$ cat config.mk
export PLATFORM = sky130hd
export DESIGN_NAME = pattern_sequencer_flat
export DESIGN_NICKNAME = d
export VERILOG_FILES = /design/src/rtl/pattern_sequencer_if.sv /design/src/rtl/pattern_sequencer.sv /design/src/flat_wrapper.sv
export SDC_FILE = /design/constraint.sdc
export NUM_CORES = 1
export LEC_CHECK = 0
export ABC_AREA = 1
export CORE_MARGIN = 2
export CORE_UTILIZATION = 62
export CTS_CLUSTER_DIAMETER = 60
export DETAILED_ROUTE_END_ITERATION = 12
export PLACE_DENSITY = 0.84
export SYNTH_ARGS = -nofsm -noshare
export SYNTH_HDL_FRONTEND = slang
export SYNTH_SLANG_ARGS = --single-unit
$ cat constraint.sdc
create_clock -name clock -period 4.3 [get_ports clock]
set_clock_uncertainty 0.1 [all_clocks]
set_input_delay 0.86 -clock clock [delete_from_list [all_inputs] [get_ports clock]]
set_output_delay 0.86 -clock clock [all_outputs]
set_load 0.01 [all_outputs]
$ cat src/rtl/pattern_sequencer_if.sv
// rtl/pattern_sequencer_if.sv - control and status bundle for the serial pattern sequencer
interface pattern_sequencer_if #(
  parameter int WIDTH = 16,
  parameter int LEN_W = $clog2(WIDTH + 1)
);
  logic [WIDTH-1:0] pattern_in;
  logic [LEN_W-1:0] length;
  logic             load_flag;
  logic             enable;
  logic             dir;
  logic             one_shot;
  logic             o;
  logic             busy;
  logic             done;
  logic [LEN_W-1:0] bit_index;

  // Controller side: drives the pattern and controls, observes the stream and status
  modport master (
    output pattern_in, length, load_flag, enable, dir, one_shot,
    input  o, busy, done, bit_index
  );

  // Sequencer side
  modport slave (
    input  pattern_in, length, load_flag, enable, dir, one_shot,
    output o, busy, done, bit_index
  );
endinterface

$ cat src/rtl/pattern_sequencer.sv
// rtl/pattern_sequencer.sv - loadable windowed circular shift-register pattern generator
module pattern_sequencer #(
  parameter int WIDTH = 16,
  parameter int LEN_W = $clog2(WIDTH + 1)
) (
  input  logic              clock,
  input  logic              reset_n,
  pattern_sequencer_if.slave bus
);

  localparam int IDX_W = $clog2(WIDTH);
  localparam logic [LEN_W-1:0] FULL_LEN = LEN_W'(WIDTH);

  typedef enum logic [1:0] {
    IDLE = 2'd0,
    RUN  = 2'd1,
    DONE = 2'd2
  } state_t;

  state_t           state_q, state_d;
  logic [WIDTH-1:0] shreg_q, shreg_d;
  logic [LEN_W-1:0] len_q, len_d;
  logic [LEN_W-1:0] cnt_q, cnt_d;
  logic             o_q, o_d;
  logic             busy_q, busy_d;
  logic             done_q, done_d;

  logic [LEN_W-1:0] len_clamped;
  logic [LEN_W-1:0] last_idx;
  logic [IDX_W-1:0] last_bit;
  logic [WIDTH-1:0] win_mask;
  logic [WIDTH-1:0] rot_left;
  logic [WIDTH-1:0] rot_right;
  logic             end_of_pass;

  // Datapath helpers: clamped load length and the two window rotations of the
  // current register; bits above the window pass through untouched
  always_comb begin
    len_clamped = bus.length;
    if (bus.length == '0 || bus.length > FULL_LEN) begin
      len_clamped = FULL_LEN;
    end

    last_idx    = len_q - LEN_W'(1);
    last_bit    = last_idx[IDX_W-1:0];
    end_of_pass = (cnt_q == last_idx);

    // len_q == WIDTH wraps the shift to zero, so the subtraction yields all ones
    win_mask = (WIDTH'(1) << len_q) - WIDTH'(1);

    rot_left = (shreg_q & ~win_mask)
             | ({shreg_q[WIDTH-2:0], shreg_q[WIDTH-1]} & win_mask);
    rot_left[0] = shreg_q[last_bit];

    rot_right = (shreg_q & ~win_mask)
              | ({shreg_q[0], shreg_q[WIDTH-1:1]} & win_mask);
    rot_right[last_bit] = shreg_q[0];
  end

  // Next-state logic: load beats enable; emit one bit per enabled RUN cycle
  always_comb begin
    state_d = state_q;
    shreg_d = shreg_q;
    len_d   = len_q;
    cnt_d   = cnt_q;
    o_d     = o_q;

    if (bus.load_flag) begin
      shreg_d = bus.pattern_in;
      len_d   = len_clamped;
      cnt_d   = '0;
      state_d = RUN;
      o_d     = 1'b0;
    end else begin
      unique case (state_q)
        RUN: begin
          if (bus.enable) begin
            if (bus.dir) begin
              o_d     = shreg_q[0];
              shreg_d = rot_right;
            end else begin
              o_d     = shreg_q[last_bit];
              shreg_d = rot_left;
            end
            if (end_of_pass) begin
              cnt_d = '0;
              if (bus.one_shot) begin
                state_d = DONE;
              end
            end else begin
              cnt_d = cnt_q + LEN_W'(1);
            end
          end
        end
        default: begin
          o_d = 1'b0;
        end
      endcase
    end

    // Status is registered from the next state so it lines up with o
    busy_d = (state_d == RUN);
    done_d = (state_d == DONE);
  end

  // State register; reset wins over load
  always_ff @(posedge clock) begin
    if (!reset_n) begin
      state_q <= IDLE;
      shreg_q <= '0;
      len_q   <= FULL_LEN;
      cnt_q   <= '0;
      o_q     <= 1'b0;
      busy_q  <= 1'b0;
      done_q  <= 1'b0;
    end else begin
      state_q <= state_d;
      shreg_q <= shreg_d;
      len_q   <= len_d;
      cnt_q   <= cnt_d;
      o_q     <= o_d;
      busy_q  <= busy_d;
      done_q  <= done_d;
    end
  end

  assign bus.o         = o_q;
  assign bus.busy      = busy_q;
  assign bus.done      = done_q;
  assign bus.bit_index = cnt_q;

endmodule

$ cat src/flat_wrapper.sv
// flat-port wrapper written by rule: the top's interface ports become plain ports
module pattern_sequencer_flat 
#(
  parameter int WIDTH = 16,
  parameter int LEN_W = $clog2(WIDTH + 1)
)
  (clock, reset_n, bus_pattern_in, bus_length, bus_load_flag, bus_enable, bus_dir, bus_one_shot, bus_o, bus_busy, bus_done, bus_bit_index);
  pattern_sequencer_if #(.WIDTH(WIDTH), .LEN_W(LEN_W)) bus_i ();
  input  logic clock;
  input  logic reset_n;
  input wire logic [$bits(bus_i.pattern_in)-1:0] bus_pattern_in;
  input wire logic [$bits(bus_i.length)-1:0] bus_length;
  input wire logic [$bits(bus_i.load_flag)-1:0] bus_load_flag;
  input wire logic [$bits(bus_i.enable)-1:0] bus_enable;
  input wire logic [$bits(bus_i.dir)-1:0] bus_dir;
  input wire logic [$bits(bus_i.one_shot)-1:0] bus_one_shot;
  output wire logic [$bits(bus_i.o)-1:0] bus_o;
  output wire logic [$bits(bus_i.busy)-1:0] bus_busy;
  output wire logic [$bits(bus_i.done)-1:0] bus_done;
  output wire logic [$bits(bus_i.bit_index)-1:0] bus_bit_index;
  assign bus_i.pattern_in = bus_pattern_in;
  assign bus_i.length = bus_length;
  assign bus_i.load_flag = bus_load_flag;
  assign bus_i.enable = bus_enable;
  assign bus_i.dir = bus_dir;
  assign bus_i.one_shot = bus_one_shot;
  assign bus_o = bus_i.o;
  assign bus_busy = bus_i.busy;
  assign bus_done = bus_i.done;
  assign bus_bit_index = bus_i.bit_index;
  pattern_sequencer #(.WIDTH(WIDTH), .LEN_W(LEN_W)) u_core (.clock(clock), .reset_n(reset_n), .bus(bus_i));
endmodule
-- Word-level counts from Yosys, hierarchy flattened
Index checks and enable logic that the tools add are counted.
- bits in registers: 31
- input bits: 27
- output and inout bits: 8
- logic and storage cells: 52
- add/sub/neg operators: 3
- order comparisons: 3
- equality and inequality tests: 4
- shifts and indexed selects: 1
- muxes and demuxes: 17
- bitwise gates (word level): 8
- reduce and logical (&&, ||, !) cells: 9
- operator list (operator ; count):
    two-way mux 16 bit ; 4
    bitwise AND 16 bit ; 3
    bitwise OR 16 bit ; 2
    bitwise mux 16 bit ; 1
    NOT 16 bit ; 1
    left shift 1 x 5 -> 16 bit, first input constant ; 1
    subtractor 16 x 2 -> 16 bit, second input constant ; 1
    two-way mux 2 bit ; 5
    two-way mux 5 bit ; 2
    adder 5 x 1 -> 5 bit, second input constant ; 1
    == test 5 bit ; 1
    greater-than comparator 5 bit, second input constant ; 1
    logical NOT 5 bit ; 1
    < comparator 4 x 5 -> 1 bit, second input constant ; 1
    subtractor 5 x 1 -> 5 bit, second input constant ; 1
    binary-select mux 1 bit (select 4 bit) ; 1
    demux 1 bit (select 4 bit) ; 1
    == test 2 x 1 -> 1 bit, second input constant ; 2
    greater-or-equal comparator 4 x 1 -> 1 bit, second input constant ; 1
    AND reduction 2 bit ; 2
    nonzero test 2 bit ; 2
    two-way mux 1 bit ; 3
    OR reduction 3 bit ; 1
    == test 2 bit, second input constant ; 1
    4 further kinds ; 5

-- Depth between registers and ports, before layout
- depth in word-level cells: 10
- gate-level depth with buffers: 20
- mapped depth without buffers: 18

-- Worst setup path after synthesis
OpenSTA, ideal clock, no wires.
- path type: reg2reg
- from: register u_core.len_q[0]
- to: register with a tool-made name
- library setup time: 0.113 ns
- arrival: 2.258 ns
- required time: 4.087 ns
- slack: 1.829 ns
- stages on the path, launching flop included: 20
- buffers on the path: 2
- period minus slack after synthesis: 2.471 ns
- cell sequence: dfxtp_1 -> buf_4 -> inv_1 -> clkbuf_1 -> ha_1 -> nand2_1 -> inv_1 -> nand2_2 -> ha_1 -> nand2_4 -> nor2_4 -> inv_1 -> nor2_2 -> nand2_1 -> nand2_1 -> nand2_1 -> o21ai_2 -> nand2_1 -> nand2_1 -> nor2_1
- RTL lines (element ; RTL line ; text):
    start: declaration ; pattern_sequencer.sv:22 ; logic [LEN_W-1:0] len_q, len_d;
    start signal: assignment ; pattern_sequencer.sv:119 ; len_q <= len_d;

==> impl_metrics.ini <==
[power_and_ir_drop]
p_leak_nw = 1.70
p_per_area_nw_per_um2 = 239
peakVddDrop_v = 0.000179

[cells_and_area]
nets = 594
n_antenna_cell = 0
syn_to_final_growth_pct = 15.7
final_common_cell = nand2_1
final_cells = 624
layout-drive-gt1-share_pct = 11.1
final_cell_mix = 137 x nand2_1, 66 x inv_1, 60 x nor2_1

[clocking]
cts_tree = built
cts_root_buffer = clkbuf_8
postCtsResizedCells = 0
worst_skew_pair.late_latency_ps = 290
clk_pin_slew_ps = 80
cts_buffers = 5
clock_sinks = 31
clock_path_buffers = 2
hold_buffers = 0
postCtsSetupBuffers = 0
cts-htree-levels = 2

[global_routing]
track_usage_pct = 35.0
grt_pass1_wl_um = 15000
grt_pass1_vias = 3195
antenna_found_initial = 0
grt_overflow = 0
grt_max_degree = 19

[synthesis]
synth_edf_count = 0
synth_top_family_by_area = simple AND/OR/NAND/NOR gates
async_flop_share_pct = 0
ys_types = 45
synth-xor-area-share_pct = 2.76
synthMuxAreaShare_pct = 0
synth.area.top_cells = dfxtp_1 20%, nand2_1 16%, inv_1 7.9%
synth_nets = 561
yosysSeqAreaShare_pct = 19.8
syn_avg_cell_area_um2 = 5.99
syn_inst = 523
synth_top_area_share_pct = 19.8
synth_compound_area_share_pct = 18.1
syn_area_um2 = 3130
ys.flop_type = dfxtp_1
yosysWarnings = 0
yosys_register_bits = 31
synthAdderAreaFrac_pct = 4.39
yosys.area.top_type = dfxtp_1
yosys.area_share.simple_pct = 44.3

[timing]
max_freq_ghz = 0.339
tightest_slew_ps = 528
fin_setup_tns_ps = 0
finalCritPeriodShare_pct = 68.5
setup_viol_count_final = 0
rsz0062_at_grt = no
drv_slew = 0
hold_viol = 0
slew_headroom_pct = 64.7
period_minus_slack_ps = 2950

[placed_design]
hpwlAfterDp_um = 7150
port_buffers = 34
placed_cells = 616
place_congestion = 0.953

[worst_setup_path]
crit_arrival_ps = 3040
critPathBufInv = 3
cp_max_fo = 14
path_depth = 15
cp_cell_sequence = inv_1, ha_1, nand2_1, inv_1, nand2_2, ha_1, nand2_4, nor2_4, inv_1, o21ai_1, nand2_1, o21ai_1, nand2_1, nand2_1, nor2_1
startpoint_type = flop
reg2regPathDepth = 15
critPathRequiredTime_ps = 4390
crit_slowest_cell = dfxtp_1
path_common_cell = nand2_1
critical_path_class = flop to flop
cp_slowest_stage_delay_ps = 630
worstSetupEndpointType = flop
critical_path.top_delay_family = simple AND/OR/NAND/NOR gates

[route]
via_per_inst = 5.77
dr.pass1.iters = 5
drc_errors = 0
drt_iter0_drc = 347
ant_nets = 0
vias = 3601
finalWirelength_um = 9320
wl_per_cell_um = 14.9

[worst_hold_path]
worstHoldPathCells = 2
hold_path.class = flop to flop

[die]
rows = 25
io_pins = 35
floorplan.initialDensity_pct = 65.4
die_area_um2 = 5640
die_y_um = 75.1
core_area_um2 = 4790
die_x_um = 75.1

[outcome]
status = complete, no violations

[flow_run]
cap_violations = 0
-- where the power goes --
part	internal, W	switching, W
registers	0.000307	0.0000204
clock network	0.000146	0.000122
logic	0.0000985	0.000174
-- tightest hold or removal path: cells and delay by family, from the launching register on --
family             cells  cell delay, ps
and+or+nand+nor        1              70
AOI/OAI and AO/OA      1              50
DFF                    1             340
-- layer usage --
layer	part of all wire (%)	vias up	global-route usage, %	wire length (um)
met1	43	1616	48.0	4020
met3	9.5	22	5.62	889
met2	45	217	56.0	4210
met4	2.2	0	11.1	201
li1	-	1746	-	-
met5	0	-	0	0
-- per-stage QoR --
| stage | power, W | hold slack (ps) | util, % | setup WS [ps] | instance area (um^2) |
|---|---|---|---|---|---|
| 5_1_grt | 0.000908 | 466 | 75.7 | 1090 | 3620 |
| 4_1_cts | 0.000857 | 413 | 75.7 | 1420 | 3620 |
| 2_1_floorplan | 0.000514 | 388 | - | 1830 | 3130 |
| 3_3_place_gp | 0.000591 | 387 | 73.6 | 1250 | 3520 |
| 6_report | 0.000867 | 412 | 75.7 | 1350 | 3620 |
| 3_5_place_dp | 0.000596 | 405 | 73.6 | 1240 | 3520 |
-- synthesized netlist by cell type, drive strengths merged, types with 2 or more instances --
cell and number:
a21o 2, a21oi 23, a22oi 2, a31oi 4
and3 2, buf 7, clkbuf 5, dfxtp 31
ha 11, inv 71, nand2 150, nand3 43
nand3b 3, nand4 7, nor2 78, nor3 3
nor3b 2, o211ai 5, o21ai 54, o21bai 3
or2 2, xnor2 2, xor2 7
-- cells by family after synthesis --
kind of cell | after synthesis
XOR/XNOR | 9
buffers and inverters | 83
flip-flops | 31
adder cells (fa/ha/maj) | 11
AND/OR/NAND/NOR | 291
AO/OA/AOI/OAI | 98
-- path summary, 6_finish.rpt --
path	to	slack, ps	start
max	flop	1350	u_core.len_q[0]
min	u_core.bus.bit_index[4]	410	u_core.bus.bit_index[4]
max reg2reg	flop	1350	u_core.len_q[0]
min reg2reg	u_core.bus.bit_index[4]	410	u_core.bus.bit_index[4]
-- cell type report --
type,count,area [um^2]
Multi-Input combinational cell,409,2180
Fill cell,428,1160
Sequential cell,31,621
Timing Repair Buffer,38,370
Inverter,71,269
Clock buffer,7,96.3
Tap cell,67,83.8
Clock inverter,1,7.51
Power figures use the tool's default switching activity.
